### config.mk
export PLATFORM = sky130hd
export DESIGN_NAME = uart_tx_fifo
export DESIGN_NICKNAME = d
export VERILOG_FILES = /design/src/rtl/uart_pkg.sv /design/src/rtl/sync_fifo.sv /design/src/rtl/uart_tx_fifo.sv
export SDC_FILE = /design/constraint.sdc
export NUM_CORES = 1
export LEC_CHECK = 0
export ABC_AREA = 0
export CORE_AREA = 2 2 150 152
export DETAILED_ROUTE_END_ITERATION = 8
export DIE_AREA = 0 0 152 154
export GPL_TIMING_DRIVEN = 0
export SYNTH_ARGS = -nofsm -noshare
export SYNTH_HDL_FRONTEND = slang
export SYNTH_HIERARCHICAL = 1
export SYNTH_SLANG_ARGS = --single-unit
### constraint.sdc
create_clock -name clk_i -period 4.3 [get_ports clk_i]
set_clock_uncertainty 0.05 [all_clocks]
set_input_delay 0.86 -clock clk_i [delete_from_list [all_inputs] [get_ports clk_i]]
set_output_delay 0.86 -clock clk_i [all_outputs]
set_load 0.005 [all_outputs]
### src/rtl/uart_pkg.sv
// uart_pkg: shared byte width, clock rate and launch-FSM state encoding for the uart_tx front end
package uart_pkg;
    localparam int BYTE_W = 8;
    localparam int CLK_HZ = 50_000_000;
    typedef enum logic [1:0] {
        IDLE      = 2'd0,
        LAUNCH    = 2'd1,
        WAIT_BUSY = 2'd2,
        WAIT_DONE = 2'd3
    } tx_state_e;
endpackage

### src/rtl/sync_fifo.sv
// sync_fifo: circular byte FIFO with occupancy count and a sticky overflow flag
module sync_fifo
    import uart_pkg::*;
#(
    parameter int DEPTH  = 16,
    parameter int ADDR_W = 4
) (
    input  logic              clk_i,
    input  logic              reset_i,
    input  logic              wr_en_i,
    input  logic [BYTE_W-1:0] wr_data_i,
    input  logic              pop_i,
    input  logic              ovf_clr_i,
    output logic [BYTE_W-1:0] rd_data_o,
    output logic              full_o,
    output logic              empty_o,
    output logic [ADDR_W:0]   count_o,
    output logic              overflow_o
);
    logic [BYTE_W-1:0] mem_q [DEPTH];
    logic [ADDR_W-1:0] wr_ptr_q, rd_ptr_q;
    logic [ADDR_W:0]   count_q;
    logic              overflow_q;
    logic              push, pop;

    assign full_o     = count_q == (ADDR_W+1)'(DEPTH);
    assign empty_o    = count_q == '0;
    assign count_o    = count_q;
    assign overflow_o = overflow_q;
    assign rd_data_o  = mem_q[rd_ptr_q];
    assign push       = wr_en_i && !full_o;
    assign pop        = pop_i && !empty_o;

    always_ff @(posedge clk_i)
        if (push) mem_q[wr_ptr_q] <= wr_data_i;

    always_ff @(posedge clk_i or posedge reset_i) begin
        if (reset_i) begin
            wr_ptr_q   <= '0;
            rd_ptr_q   <= '0;
            count_q    <= '0;
            overflow_q <= 1'b0;
        end else begin
            wr_ptr_q   <= push ? wr_ptr_q + 1'b1 : wr_ptr_q;
            rd_ptr_q   <= pop ? rd_ptr_q + 1'b1 : rd_ptr_q;
            count_q    <= count_q + (ADDR_W+1)'(push) - (ADDR_W+1)'(pop);
            // clear wins over a write attempted while full in the same cycle
            overflow_q <= ovf_clr_i ? 1'b0 : (wr_en_i && full_o) ? 1'b1 : overflow_q;
        end
    end
endmodule

### src/rtl/uart_tx_fifo.sv
// uart_tx_fifo: buffers producer bytes and launches them one at a time into uart_tx via start/busy
module uart_tx_fifo
    import uart_pkg::*;
#(
    parameter int DEPTH        = 16,
    parameter int ADDR_W       = 4,
    parameter int START_CYCLES = 1,
    parameter int BUSY_TIMEOUT = 16
) (
    input  logic              clk_i,
    input  logic              reset_i,
    input  logic              wr_en_i,
    input  logic [BYTE_W-1:0] wr_data_i,
    output logic              full_o,
    output logic              empty_o,
    output logic [ADDR_W:0]   count_o,
    output logic              overflow_o,
    input  logic              ovf_clr_i,
    output logic [BYTE_W-1:0] tx_data_o,
    output logic              tx_start_o,
    input  logic              tx_busy_i,
    output logic              tx_timeout_o
);
    localparam int TW = 8;

    tx_state_e         state_q;
    logic [TW-1:0]     timer_q;
    logic [BYTE_W-1:0] tx_data_q, rd_data;
    logic              tx_start_q, tx_timeout_q, pop;

    // IDLE looks at the registered count, so a byte written this edge is not popped until the next
    assign pop          = state_q == IDLE && !empty_o && !tx_busy_i;
    assign tx_data_o    = tx_data_q;
    assign tx_start_o   = tx_start_q;
    assign tx_timeout_o = tx_timeout_q;

    sync_fifo #(.DEPTH(DEPTH), .ADDR_W(ADDR_W)) u_fifo (
        .clk_i      (clk_i),
        .reset_i    (reset_i),
        .wr_en_i    (wr_en_i),
        .wr_data_i  (wr_data_i),
        .pop_i      (pop),
        .ovf_clr_i  (ovf_clr_i),
        .rd_data_o  (rd_data),
        .full_o     (full_o),
        .empty_o    (empty_o),
        .count_o    (count_o),
        .overflow_o (overflow_o)
    );

    always_ff @(posedge clk_i or posedge reset_i) begin
        if (reset_i) begin
            state_q      <= IDLE;
            timer_q      <= '0;
            tx_data_q    <= '0;
            tx_start_q   <= 1'b0;
            tx_timeout_q <= 1'b0;
        end else begin
            if (ovf_clr_i) tx_timeout_q <= 1'b0;
            case (state_q)
                IDLE:
                    if (pop) begin
                        state_q    <= LAUNCH;
                        tx_start_q <= 1'b1;
                        tx_data_q  <= rd_data;
                        timer_q    <= TW'(1);
                    end
                LAUNCH:
                    if (timer_q == TW'(START_CYCLES)) begin
                        state_q    <= WAIT_BUSY;
                        tx_start_q <= 1'b0;
                        timer_q    <= '0;
                    end else begin
                        timer_q <= timer_q + 1'b1;
                    end
                WAIT_BUSY:
                    if (tx_busy_i) begin
                        state_q <= WAIT_DONE;
                        timer_q <= '0;
                    end else if (timer_q == TW'(BUSY_TIMEOUT - 1)) begin
                        // byte is abandoned; uart_tx never acknowledged it
                        state_q <= IDLE;
                        timer_q <= '0;
                        if (!ovf_clr_i) tx_timeout_q <= 1'b1;
                    end else begin
                        timer_q <= timer_q + 1'b1;
                    end
                WAIT_DONE:
                    if (!tx_busy_i) state_q <= IDLE;
                default: state_q <= IDLE;
            endcase
        end
    end
endmodule

After elaboration in Yosys (flattened, before gate mapping) --
Memory sizes are Yosys's and may differ from the RTL's. A register that Yosys moved wholly into a read port is not among the register bits. Index checks and enable logic that the tools add are counted.
Storage, ports and cells: bits in writable memories 128, memories kept 1, output and inout bits 18, bits in registers 26
Memories:
- u_fifo.mem_q | words 16, width 8, rd ports 1, clocked after Yosys merged registers in 1, write ports 1, RTL line sync_fifo.sv:20 | logic [BYTE_W-1:0] mem_q [DEPTH];
Cells by class: reduce and logical (&&, ||, !) cells 17, add/sub/neg operators 5, eq/ne operators 10, mux-type cells 23
Operators with widths (number):
- 2-to-1 mux 8 bit | 4
- one-hot mux 8 bit (3 select lines) | 1
- 2-to-1 mux 1 bit | 11
- 2-to-1 mux 2 bit | 5
- adder 4 x 1 -> 4 bit (second input constant) | 2
- adder 8 x 1 -> 8 bit (second input constant) | 1
- equality test 8 x 1 -> 1 bit (second input constant) | 1
- equality test 8 x 4 -> 1 bit (second input constant) | 1
- one-hot mux 2 bit (4 select lines) | 1
- adder 5 x 1 -> 5 bit | 1
- equality test 5 bit (second input constant) | 1
- logical AND 1 bit | 5
- logical NOT 5 bit | 1
- subtractor 5 x 1 -> 5 bit | 1
- equality test 2 bit (second input constant) | 2
- != test 2 bit (second input constant) | 2
- AND reduction 2 bit | 2
- AND reduction 4 bit | 1
- nonzero test 2 bit | 2
- logical NOT 1 bit | 3
- != test 3 bit (second input constant) | 1
- AND reduction 3 bit | 1
- nonzero test 3 bit | 1
- equality test 2 x 1 -> 1 bit (second input constant) | 1
- 3 further kinds | 3

Logic depth before layout (Yosys ltp) --
depth in word-level cells 6, depth in mapped cells 16

Hierarchy --
The synthesis kept the hierarchy.
Modules (own cells, without submodules):
- sync_fifo | instances 1, seq. area each 4194.0 um2, cells an instance 323, area each 5915.7 um2
- uart_tx_fifo | instances 1, seq. area each 500.5 um2, cells an instance 109, area each 1139.8 um2

Worst setup path after synthesis --
Ideal clock, no wire load.
path kind register to register, start point register u_fifo.count_q[3], in the netlist u_fifo/count_o[3], end point register u_fifo.count_q[4], in the netlist u_fifo/count_o[4], required time 4127 ps, stages on the path, launching flop included 17, path slack 1127 ps, library setup time 123 ps, buffers on the path 2, arrival 3000 ps, period minus slack after synthesis 3173 ps, path through dfrtp_1 -> inv_1 -> ha_1 -> nor4b_2 -> nor2_1 -> and2_1 -> clkbuf_1 -> nor2b_1 -> clkbuf_1 -> ha_1 -> inv_1 -> ha_1 -> fa_1 -> a21oi_1 -> nor2_1 -> nor2_1 -> xnor2_1
On the way: word-level cells in the longest chain between the ends 6
Ends and longest elaborated chain:
- start: declaration | RTL line sync_fifo.sv:22 | logic [ADDR_W:0] count_q;
- start signal: assignment | RTL line sync_fifo.sv:46 | count_q <= count_q + (ADDR_W+1)'(push) - (ADDR_W+1)'(pop);
- logical NOT 5 bit | RTL line sync_fifo.sv:27 | assign empty_o = count_q == '0;
- via empty_o | RTL line uart_tx_fifo.sv:15 | output logic empty_o,
- logical NOT 1 bit | RTL line uart_tx_fifo.sv:32 | assign pop = state_q == IDLE && !empty_o && !tx_busy_i;
- logical AND 1 bit (2 in a row) | RTL line uart_tx_fifo.sv:32
- via pop | RTL line uart_tx_fifo.sv:29 | logic tx_start_q, tx_timeout_q, pop;
- logical AND 1 bit | RTL line sync_fifo.sv:32 | assign pop = pop_i && !empty_o;
- via u_fifo.pop | RTL line sync_fifo.sv:24 | logic push, pop;
- subtractor 5 x 1 -> 5 bit | RTL line sync_fifo.sv:46
The timed path passes the listed nets, and every way through them passes these cells. A chain may end at the register's enable or synchronous reset.

Worst setup path in the final report --
start point register u_fifo.count_q[2], in the netlist u_fifo/count_o[2], end point register u_fifo.count_q[4], in the netlist u_fifo/count_o[4]
On the way: word-level cells in the longest chain between the ends 6
Ends and longest elaborated chain (RTL line):
- logical NOT 5 bit | sync_fifo.sv:27
- logical NOT 1 bit | uart_tx_fifo.sv:32
- logical AND 1 bit (2 in a row) | uart_tx_fifo.sv:32
- via pop | uart_tx_fifo.sv:29
- logical AND 1 bit | sync_fifo.sv:32
- via u_fifo.pop | sync_fifo.sv:24
- subtractor 5 x 1 -> 5 bit | sync_fifo.sv:46
The timed path passes the listed nets, and every way through them passes these cells.

==> qor.csv <==
metric,value,unit
cts_max_path_buffers,2,
synth_edf_count,128,
power.total,5.72,mW
nets,519,
cts_post_setup_buffers_inserted,0,
most_frequent_cells_in_the_layout,"128 x edfxtp_1, 34 x mux2i_1, 34 x dfrtp_1",
fin_tns_setup,0,ns
initial_antenna_violation_count,0,
floorplan.core_area,21700,sq um
dp_hpwl,10400,microns
total_leakage_power,3.02,nW
ratio_of_total_power_to_cell_area,680,nW/um^2
final_replace_weighted_congestion,0.779,
regToRegEndpoint,u_fifo/count_o[4],
period_needed,3.71,ns
use_met3,0.0299,
grt_setup_unrepaired,no,
max-slew-margin-rel,0.415,
grt_use_met1,0.152,
numPortBuffers,30,
setup-violations-final,0,
critical_path_class,flip-flop to flip-flop,
clk_latency,0.43,ns
synth_area_leader_cell,edfxtp_1,
die_height,154,microns
clock_root_buffer,clkbuf_16,
worstMarginPinSlew,0.873,ns
cts_tree,built,
boundaryPins,31,
worst_setup_path_start_kind,flip-flop,
crit_path_required_time,4.60,ns
ys_warn_count,6,
timing.hold.worst.class,flip-flop to flip-flop,
worstRegToRegCells,16,
dieArea,23400,sq um
cell_count_after_synthesis,432,
dr.first_iter.drc_count,234,
antenna_left,0,
fp.dieW,152,microns
synth_top_area_frac,0.545,
final_util,0.388,
vias,3858,
overflow,0,
cts.sink_count,162,
clock_tree.htree_level_count,4,
route.detailed.vias_per_inst,4.95,
path_max_fanout,9,
drt_first_pass_iters,4,
clock.fmax,0.270,GHz
post-route-drc-count,0,
grt_first_pass_wirelength,23400,microns
placementRows,54,
drv.max_cap_violation_count,0,
mostFrequentLayoutCell,edfxtp_1,
synth-seq-cells,162,
postSynthAreaPerCell,16.3,sq um
critical_path.startpoint,u_fifo/count_o[2],
period_share,0.863,
grt_pass1_vias,4025,
num_antenna_cells,0,
outcome,finished clean,
gr-usage-all-layers,0.135,
clkSlewWorstSetupHoldPaths,0.06,ns
numCtsBuffers,17,
reg2reg_from,u_fifo/count_o[2],
r2r_slack,0.59,ns
post_syn_area,7060,sq um
synth_seq_area_share,0.665,
synth_top_cells_by_area,"edfxtp_1 54%, dfrtp_1 12%, mux4_2 5.1%, mux2i_1 4.8%, a221oi_2 3.4%",
synth-main-ff-cell,edfxtp_1,
grt_start_max_net_pins,21,
report.final.slew_viol_count,0,
worstSetupEndpoint,u_fifo/count_o[4],
post_route_wl,14900,microns
worst-endpoint-arrival,4.01,ns
yosys.cell_types.count,52,
final_hold_violating_endpoints,0,
start_util,0.325,
top_usage_layer,met2,
hold_buffers,0,
worst_setup_ep_type,flip-flop,
timing.hold.worst_path_depth,2,
postSynth.asyncResetShare,0.210,
postCtsResizedCells,0,
drive_gt1_frac,0.214,
met2_usage,0.243,
synthToLayoutAreaGrowth,19.2,%
vdd_ir_drop_max,315,uV
wire_per_inst,19.1,microns
syn-num-nets,465,
-- cells in the mapped netlist, types with 8 or more instances --
cell type  instances
a221oi_2          16
a22oi_1            8
dfrtp_1           34
edfxtp_1         128
ha_1              19
inv_1             19
mux2_2             8
mux2i_1           34
mux4_2            16
nand2_1           24
nor2_1            14
o21ai_0           13
-- layout make-up --
cell class | instances | area (sq um)
Fill cell | 1943 | 13300
Tap cell | 280 | 350
Timing Repair Buffer | 35 | 338
Buffer | 21 | 151
Inverter | 20 | 75.1
Clock buffer | 17 | 425
Sequential cell | 162 | 4690
Multi-Input combinational cell | 229 | 2170
Clock inverter | 15 | 204
-- logic make-up after synthesis --
kind of cell | after synthesis | share of synthesized area
adders and majority gates | 20 | 0.0365
DFF | 162 | 0.665
xor gates and xnor gates | 10 | 0.0124
and+or+nand+nor | 77 | 0.0589
muxes | 59 | 0.114
buffers and inverters | 41 | 0.0321
AOI/OAI and AO/OA | 63 | 0.0810
-- how the worst min path moves through the flow --
stage                           start                end
finish              u_fifo/overflow_o  u_fifo/overflow_o
global route             tx_data_o[1]       tx_data_o[1]
CTS                 u_fifo/overflow_o  u_fifo/overflow_o
detailed placement  u_fifo/overflow_o  u_fifo/overflow_o
global placement    u_fifo/overflow_o  u_fifo/overflow_o
floorplan           u_fifo/overflow_o  u_fifo/overflow_o
-- per-layer routing --
| metal | routed length, microns | part of all wire |
|---|---|---|
| met1 | 5900 | 0.40 |
| met2 | 8110 | 0.54 |
| met3 | 426 | 0.029 |
| met4 | 442 | 0.030 |
| met5 | 0 | 0 |
-- sequential cells by signal, indices dropped and copies added (netlist names) --
name,cells
u_fifo/overflow_o,1
state_q,2
u_fifo/count_o,5
u_fifo/mem_q,128
tx_timeout_o,1
tx_start_o,1
tx_data_o,8
u_fifo/rd_ptr_q,4
timer_q,8
u_fifo/wr_ptr_q,4
-- through the flow --
stage                     setup slack (ns)  instance area, sq um  std cells  hold WS (ns)
after floorplan                       1.13                  7060        432         0.436
after global placement               0.374                  7710        742         0.433
after detailed placement             0.323                  7760        746         0.443
after CTS                            0.513                  8390        778         0.458
after global routing                 0.274                  8410        779         0.492
final                                0.590                  8410        779         0.455
-- power by group --
part	internal (mW)	switching, mW
Combinational	0.922	1.16
Clock	0.892	0.669
Sequential	1.95	0.122
-- critical path, stage by stage, from the launching register on --
cell      delay, ns
dfrtp_1        0.40
inv_1          0.10
ha_1           0.18
nor4b_2        0.52
nor2_1         0.14
and2_1         0.19
clkbuf_1       0.22
nor2b_1        0.19
clkbuf_1       0.20
ha_1           0.31
inv_1          0.04
ha_1           0.21
fa_1           0.41
a21oi_1        0.16
nor2_1         0.06
nor2_1         0.12
xnor2_1        0.13
(Power assumes the default switching activity.)
==> patch, RTL diff (same flow settings) <==
`TW`: 8 -> 16.
--- a/src/rtl/uart_tx_fifo.sv
+++ b/src/rtl/uart_tx_fifo.sv
@@ -22,5 +22,5 @@
     output logic              tx_timeout_o
 );
-    localparam int TW = 8;
+    localparam int TW = 16;
 
     tx_state_e         state_q;
Formal check against the unedited RTL: same outputs for any inputs over 10 cycles, from zero or initial values and one cycle with reset_i high; that may be too few to reach the edited logic, so the function may still have changed.
==> patch against the unedited design <==
- sequential cell count rose by 8
- design area grew 4.7%
- die area stayed put
- maximum frequency grew 5.7%
- synthesized area increased by 5.8%
- wire length grew 2.0%
- count of clock-buffer cells in the layout increased by 8
- total power is 1.0% higher
- largest cell class unchanged
- first-iteration DRC count shrank 2.1%
- non-clock buffer count rose by 2
- worst setup slack better by 0.20 ns
- combinational power barely moved
- synthesized cell count rose by 8.6%
==> patch: results <==
outcome:
  outcome: "finished clean"
place:
  globalplace.congestion: 0.7837
  hpwlAfterDp_microns: 10860
  place_area_sq_mm: 0.008187
yosys:
  ys_types: 49
  netlist_top_cells_area: "edfxtp_1 52%, dfrtp_1 14%, mux4_2 4.8%"
  async_flop_share: 0.2471
finish:
  fin_area_sq_mm: 0.008806
  seq_cells: 170
  drive_gt1_frac: 0.2119
  area_delta_synth_final_pct: 17.99
  n_clock_buffer: 25
  fillCellCount: 1931
  inverters: 21
  seq_area_sq_mm: 0.004895
  buf_share: 0.05754
routing:
  routed-via-count: 4025
  wl_per_cell_microns: 18.55
  wl_met1_microns: 6555
  drtIter0Drc: 229
  detail_route.vias_per_cell: 4.921
worst_setup_path:
  crit_family: "adder cells"
  crit_fanout: 10
  rrSetupSlack_ns: 0.79
  arrival_ns: 3.81
global_route:
  grt_use_met1: 0.1674
  grt_util_met3: 0.03157
  grt_util_all_layers: 0.1350
  grt_pass1_wl_microns: 23890
power:
  p_switching_mw: 1.886
  comb_power_share: 0.362
sta:
  worstMarginPinSlew_ns: 1.113
==> patch: cell types whose count changed in the layout (fill, tap and decap cells not counted), sizes merged, moves of 5 or more <==
| cell | change |
|---|---|
| xor2 | +10 |
| dfrtp | +8 |
| nor2 | +10 |
| nand4 | +5 |
| buf | +5 |
| clkbuf | +5 |
| nand3 | +5 |
==> patch: logic make-up (layout without fill, tap and decap cells) <==
kind of cell	count (synthesis)	count (layout)	synth area share
and+or+nand+nor	104	104	0.08348
muxes	58	58	0.1063
DFF	170	170	0.6558
AOI/OAI and AO/OA	57	57	0.06790
adders and majority gates	18	18	0.03118
buffers and inverters	42	111	0.03185
xor gates and xnor gates	20	20	0.02347
==> patch: per-stage QoR <==
| step | worst slack [ns] | total power [mW] |
|---|---|---|
| final | 0.7895 | 5.779 |
| after global routing | 0.5684 | 6.097 |
| after CTS | 0.7801 | 5.835 |
| after detailed placement | 0.3769 | 4.299 |
| after global placement | 0.4400 | 4.224 |
| after floorplan | 1.282 | 3.620 |
